### config.mk
export PLATFORM = sky130hd
export DESIGN_NAME = if_fetch_unit_flat
export DESIGN_NICKNAME = d
export VERILOG_FILES = /design/src/rtl/if_fetch_unit_pkg.sv /design/src/rtl/if_fetch_unit_if.sv /design/src/rtl/if_fetch_unit_timeout_ctr.sv /design/src/rtl/if_fetch_unit.sv /design/src/flat_wrapper.sv
export SDC_FILE = /design/constraint.sdc
export NUM_CORES = 1
export LEC_CHECK = 0
export ABC_AREA = 1
export BUFFER_PORTS_ARGS = -buffer_cell sky130_fd_sc_hd__buf_2
export CORE_MARGIN = 4
export CORE_UTILIZATION = 59
export CTS_BUF_LIST = sky130_fd_sc_hd__clkbuf_8
export DETAILED_ROUTE_END_ITERATION = 6
export GPL_TIMING_DRIVEN = 1
export PLACE_DENSITY_LB_ADDON = 0.08
export SLEW_MARGIN = 20
export SYNTH_ARGS = -nofsm -noshare
export SYNTH_HDL_FRONTEND = slang
export SYNTH_SLANG_ARGS = --single-unit
### constraint.sdc
create_clock -name CLK -period 4.6 [get_ports CLK]
set_input_delay 0.23 -clock CLK [delete_from_list [all_inputs] [get_ports CLK]]
set_output_delay 0.23 -clock CLK [all_outputs]
set_load 0.1 [all_outputs]
### src/rtl/if_fetch_unit_pkg.sv
// Shared definitions for the instruction-fetch stage.
package if_fetch_unit_pkg;
    typedef enum logic [1:0] {
        S_IDLE,
        S_REQ,
        S_WAIT,
        S_DONE
    } fetch_state_t;

    localparam logic [31:0] NOP_INSTR = 32'h0000_0013;
    localparam logic [31:0] PC_STEP   = 32'd4;
endpackage

### src/rtl/if_fetch_unit_if.sv
// Instruction-memory read port: request/valid handshake with a byte address.
interface if_fetch_unit_if #(
    parameter int unsigned ADDR_W = 12
);
    logic              I_MEM_REQ;
    logic [ADDR_W-1:0] I_MEM_ADDR;
    logic [31:0]       I_MEM_DI;
    logic              I_MEM_VALID;

    modport master (
        output I_MEM_REQ,
        output I_MEM_ADDR,
        input  I_MEM_DI,
        input  I_MEM_VALID
    );

    modport slave (
        input  I_MEM_REQ,
        input  I_MEM_ADDR,
        output I_MEM_DI,
        output I_MEM_VALID
    );
endinterface

### src/rtl/if_fetch_unit_timeout_ctr.sv
// Wait-cycle counter for an outstanding fetch; flags expiry at TIMEOUT_CYC.
module fetch_timeout_ctr #(
    parameter int unsigned TIMEOUT_CYC = 15
) (
    input  logic clk,
    input  logic rst,
    input  logic clr,
    input  logic en,
    output logic expired
);
    localparam logic [7:0] LIMIT = 8'(TIMEOUT_CYC);

    logic [7:0] count;

    always_ff @(posedge clk) begin
        if (rst || clr) begin
            count <= '0;
        end else if (en) begin
            count <= count + 8'd1;
        end
    end

    assign expired = (count == LIMIT);
endmodule

### src/rtl/if_fetch_unit.sv
// Instruction-fetch stage: owns PC and instruction register, fetches over a
// request/valid memory port and strobes IRWrite to the decoder.
module if_fetch_unit
    import if_fetch_unit_pkg::*;
#(
    parameter int unsigned ADDR_W      = 12,
    parameter logic [31:0] RESET_PC    = 32'h0000_0000,
    parameter int unsigned TIMEOUT_CYC = 15
) (
    input  logic                  CLK,
    input  logic                  RST,
    input  logic                  FETCH_EN,
    input  logic                  PCWrite,
    input  logic [31:0]           PC_IN,
    if_fetch_unit_if.master       mem,
    output logic                  IRWrite,
    output logic [31:0]           INSTR,
    output logic [31:0]           PC,
    output logic [31:0]           PC_CUR,
    output logic                  FETCH_BUSY,
    output logic                  FETCH_ERR
);
    fetch_state_t state, state_nx;

    logic [31:0] pc_nx, instr_nx, pc_cur_nx, pend_pc, pend_pc_nx;
    logic        pend_flag, pend_flag_nx, err_nx;
    logic        ctr_clr, ctr_en, expired;

    fetch_timeout_ctr #(
        .TIMEOUT_CYC(TIMEOUT_CYC)
    ) u_timeout (
        .clk    (CLK),
        .rst    (RST),
        .clr    (ctr_clr),
        .en     (ctr_en),
        .expired(expired)
    );

    always_ff @(posedge CLK) begin
        if (RST) begin
            state <= S_IDLE;
        end else begin
            state <= state_nx;
        end
    end

    always_comb begin
        state_nx     = state;
        pc_nx        = PC;
        instr_nx     = INSTR;
        pc_cur_nx    = PC_CUR;
        pend_pc_nx   = pend_pc;
        pend_flag_nx = pend_flag;
        err_nx       = 1'b0;
        ctr_clr      = 1'b0;
        ctr_en       = 1'b0;
        unique case (state)
            S_IDLE: begin
                ctr_clr = 1'b1;
                // A direct write in IDLE supersedes any target left over from an abandoned fetch.
                if (PCWrite) begin
                    pc_nx        = PC_IN;
                    pend_flag_nx = 1'b0;
                end
                if (FETCH_EN) begin
                    if (PC[1:0] == 2'b00) begin
                        state_nx = S_REQ;
                    end else begin
                        err_nx = 1'b1;
                    end
                end
            end
            S_REQ, S_WAIT: begin
                if (PCWrite) begin
                    pend_pc_nx   = PC_IN;
                    pend_flag_nx = 1'b1;
                end
                if (mem.I_MEM_VALID) begin
                    instr_nx  = mem.I_MEM_DI;
                    pc_cur_nx = PC;
                    state_nx  = S_DONE;
                end else if (state == S_REQ) begin
                    ctr_en   = 1'b1;
                    state_nx = S_WAIT;
                end else if (expired) begin
                    err_nx   = 1'b1;
                    state_nx = S_IDLE;
                end else begin
                    ctr_en = 1'b1;
                end
            end
            S_DONE: begin
                if (PCWrite) begin
                    pc_nx = PC_IN;
                end else if (pend_flag) begin
                    pc_nx = pend_pc;
                end else begin
                    pc_nx = PC + PC_STEP;
                end
                pend_flag_nx = 1'b0;
                state_nx     = S_IDLE;
            end
            default: state_nx = S_IDLE;
        endcase
    end

    always_ff @(posedge CLK) begin
        if (RST) begin
            PC        <= RESET_PC;
            PC_CUR    <= RESET_PC;
            INSTR     <= NOP_INSTR;
            pend_pc   <= '0;
            pend_flag <= 1'b0;
            FETCH_ERR <= 1'b0;
        end else begin
            PC        <= pc_nx;
            PC_CUR    <= pc_cur_nx;
            INSTR     <= instr_nx;
            pend_pc   <= pend_pc_nx;
            pend_flag <= pend_flag_nx;
            FETCH_ERR <= err_nx;
        end
    end

    assign mem.I_MEM_REQ  = (state == S_REQ) || (state == S_WAIT);
    assign mem.I_MEM_ADDR = PC[ADDR_W-1:0];
    assign IRWrite        = (state == S_DONE);
    assign FETCH_BUSY     = (state != S_IDLE);
endmodule

### src/flat_wrapper.sv
// flat-port wrapper written by rule: the top's interface ports become plain ports
module if_fetch_unit_flat import if_fetch_unit_pkg::*;
#(
    parameter int unsigned ADDR_W      = 12,
    parameter logic [31:0] RESET_PC    = 32'h0000_0000,
    parameter int unsigned TIMEOUT_CYC = 15
)
  (CLK, RST, FETCH_EN, PCWrite, PC_IN, IRWrite, INSTR, PC, PC_CUR, FETCH_BUSY, FETCH_ERR, mem_I_MEM_REQ, mem_I_MEM_ADDR, mem_I_MEM_DI, mem_I_MEM_VALID);
  if_fetch_unit_if #(.ADDR_W(ADDR_W)) mem_i ();
  input  logic CLK;
  input  logic RST;
  input  logic FETCH_EN;
  input  logic PCWrite;
  input  logic [31:0] PC_IN;
  output logic IRWrite;
  output logic [31:0] INSTR;
  output logic [31:0] PC;
  output logic [31:0] PC_CUR;
  output logic FETCH_BUSY;
  output logic FETCH_ERR;
  output wire logic [$bits(mem_i.I_MEM_REQ)-1:0] mem_I_MEM_REQ;
  output wire logic [$bits(mem_i.I_MEM_ADDR)-1:0] mem_I_MEM_ADDR;
  input wire logic [$bits(mem_i.I_MEM_DI)-1:0] mem_I_MEM_DI;
  input wire logic [$bits(mem_i.I_MEM_VALID)-1:0] mem_I_MEM_VALID;
  assign mem_I_MEM_REQ = mem_i.I_MEM_REQ;
  assign mem_I_MEM_ADDR = mem_i.I_MEM_ADDR;
  assign mem_i.I_MEM_DI = mem_I_MEM_DI;
  assign mem_i.I_MEM_VALID = mem_I_MEM_VALID;
  if_fetch_unit #(.ADDR_W(ADDR_W), .RESET_PC(RESET_PC), .TIMEOUT_CYC(TIMEOUT_CYC)) u_core (.CLK(CLK), .RST(RST), .FETCH_EN(FETCH_EN), .PCWrite(PCWrite), .PC_IN(PC_IN), .mem(mem_i), .IRWrite(IRWrite), .INSTR(INSTR), .PC(PC), .PC_CUR(PC_CUR), .FETCH_BUSY(FETCH_BUSY), .FETCH_ERR(FETCH_ERR));
endmodule
==> flow_summary_export.csv <==
group,metric,value,unit
yosys,syn_area,6600,sq um
cells_and_area,fin_util,71.9,%
yosys,synth_edf_count,0,
floorplan,ios,181,
yosys,synth_top_area_share,42.4,%
cells_and_area,n_antenna_cell,0,
timing,max_freq,323,MHz
yosys,synthTopCellsByArea,"dfxtp_1 (42%), o21ai_0 (11%), a21oi_1 (11%)",
outcome,status,"finished clean",
yosys,synth_top_cell_by_area,"dfxtp_1",
cells_and_area,finalNetCount,1160,
setup_path,path_cells,"inv_1, ha_1, inv_1, nand2_1, nand2_1, inv_1, nor2_1, o21ai_0, a21oi_1",
floorplan,core_area,10900,sq um
timing,holdWs,25.9,ps
yosys,syn_area_per_cell,6.99,sq um
clock_network,clockRootBuffer,"clkbuf_8",
setup_path,arrival,3490,ps
setup_path,critPathMostFrequentCell,"inv_1",
floorplan,die-area,12900,sq um
clock_network,clk_pin_slew,80,ps
drt,routed_wl,18400,um
drt,via_count,6736,
setup_path,slowest_stage,"inv_1",
clock_network,cts-buffers-inserted,17,
drt,wire_per_inst,14.9,um
drt,antenna_left,0,
hold_path,hold_path.class,"input port to flip-flop",
clock_network,cts_sinks,140,
clock_network,h-tree-depth,4,
grt,grt_overflow_total,0,
floorplan,dieHeight,114,um
setup_path,critPathBufInv,3,
yosys,synth-seq-cells,140,
grt,antenna_found_initial,0,
clock_network,postCtsResizedCells,0,
yosys,async_reset_ff_share,0,%
yosys,ys_seq_area_share,42.4,%
setup_path,critPathMaxFanout,32,
grt,grt_use_total,28.5,%
floorplan,start_util,60.6,%
placement,gp_congestion,0.993,
setup_path,endpoint_kind,"flip-flop",
drt,first_iter_violations,554,
timing,rsz0062_at_grt,"false",
timing,skew,9.46,ps
grt,grt_pass1_wl,29700,um
setup_path,required,4990,ps
timing,period_share,67.3,%
yosys,syn_nets,1020,
cells_and_area,syn_to_final_growth,18.6,%
yosys,synth-main-ff-cell,"dfxtp_1",
timing,finalHoldViolations,0,
timing,timing.setup.tns,0,ps
timing,min_period,3100,ps
floorplan,rows,38,
grt,first_global_vias,6026,
cells_and_area,layoutNonFillerInstCount,1238,
clock_network,insertion_delay,460,ps
placement,portBuffers,180,
timing,finalSetupViolations,0,
timing,worst_slew_margin_rel,29.1,%
clock_network,clk_path_buf_depth,2,
setup_path,critical_path_class,"flip-flop to flip-flop",
clock_network,cts_tree,"yes",
timing,final_max_slew_viol_count,0,
setup_path,cp_slowest_stage_delay,740,ps
run,cap_violations,0,
timing,worst_pin_slew,1060,ps
drt,route.detailed.drc,0,
grt,grt_max_degree,81,
setup_path,worstSetupStartpointType,"flip-flop",
drt,routed_via_density,5.44,
cells_and_area,drive_gt1_share,22.6,%
placement,hpwl,12800,um
floorplan,fp.dieW,114,um
placement,place_inst,1203,
yosys,synth_cells,945,
yosys,synth_warnings,0,
yosys,netlist-cell-type-count,35,
setup_path,crit_family,"simple AND/OR/NAND/NOR gates",
drt,dr.pass1.iters,6,
flip-flops by register name (all words and copies together) (netlist names):
| signal | count |
|---|---|
| u_core.INSTR | 32 |
| u_core.PC | 32 |
| u_core.PC_CUR | 32 |
| u_core.pend_pc | 32 |
| u_core.u_timeout.count | 8 |
| u_core.state | 2 |
| u_core.FETCH_ERR | 1 |
| u_core.pend_flag | 1 |
cell families (layout without fill, tap and decap cells):
| logic type | count (synthesis) | after routing | share of synthesized area, % |
|---|---|---|---|
| XOR/XNOR | 11 | 11 | 1.46 |
| AND/OR/NAND/NOR | 343 | 343 | 22.1 |
| adder cells (fa/ha/maj) | 6 | 6 | 1.14 |
| flip-flops | 140 | 140 | 42.4 |
| AO/OA/AOI/OAI | 300 | 300 | 23.1 |
| buffers and inverters | 145 | 298 | 9.72 |
timing repair:
item / CTS / global route
setup buffers: 0 / 0
hold endpoints to repair: 3 / 0
hold buffers: 3 / 0
final timing paths:
kind,cells past startpoint,slack [ps],end,startpoint
max,9,1500,u_core.PC[0]$_SDFFE_PP0P_,u_core.state[0]$_SDFFE_PP0P_
min reg2reg,2,460,u_core.pend_pc[24]$_SDFFE_PP0P_,u_core.pend_pc[24]$_SDFFE_PP0P_
min,3,30,u_core.INSTR[2]$_SDFFE_PP0P_,mem_I_MEM_DI[2]
max reg2reg,9,1500,u_core.PC[0]$_SDFFE_PP0P_,u_core.state[0]$_SDFFE_PP0P_
layer usage:
metal,vias up,share of wire (%),track usage [%]
met3,33,7.8,6.26
met5,-,0,0
met2,273,46,45.6
met1,3068,44,38.3
met4,0,2.2,9.50
li1,3362,-,-
worst min-delay path, delay by kind of cell:
kind / cells / cell delay, ps
buffers and inverters: 1 / 80
AND/OR/NAND/NOR: 1 / 70
AO/OA/AOI/OAI: 1 / 70
layout by cell type, fill, tap and decap left out, types with 2 or more instances in the layout:
cell type | synthesis | routed
a21oi_1 | 144 | 144
nor2_4 | 5 | 5
nand3_1 | 36 | 36
o21ai_0 | 147 | 147
dfxtp_1 | 140 | 140
nand2_1 | 134 | 133
clkbuf_8 | 1 | 19
inv_2 | 1 | 3
dlygate4sd3_1 | 0 | 3
buf_2 | 8 | 180
ha_1 | 6 | 6
o21bai_1 | 2 | 2
clkinv_2 | 0 | 7
xnor2_1 | 4 | 4
nand2_2 | 6 | 7
nor2_1 | 138 | 138
nor2_2 | 9 | 9
buf_4 | 15 | 5
nand4_1 | 4 | 4
xor2_1 | 7 | 7
bufinv_16 | 0 | 4
nor3_1 | 6 | 6
a21oi_2 | 3 | 3
inv_1 | 76 | 74
synthesized netlist by cell type (7+ instances only):
library cell  count
dfxtp_1         140
clkbuf_1         40
nor2_2            9
nand3_1          36
o21ai_0         147
nor2_1          138
a21oi_1         144
nand2_1         134
buf_4            15
xor2_1            7
inv_1            76
buf_2             8
per-stage QoR:
step,cell area [sq um],setup WS [ps]
CTS,7830,1530
finish,7830,1500
global placement,7370,1710
floorplan,6600,2350
detailed placement,7370,1630
global route,7830,1150
final cells by class:
type                    count  area, sq um
clock inverters            13          171
inverters                  78          293
flip-flops and latches    140         2800
well taps                 140          175
repair buffers            188          968
fillers                   979         3060
multi-input cells         660         3160
clock buffers              19          262
Power is not shown: default switching activity piles up to over one toggle a cycle in this logic, so the estimate is an artifact.
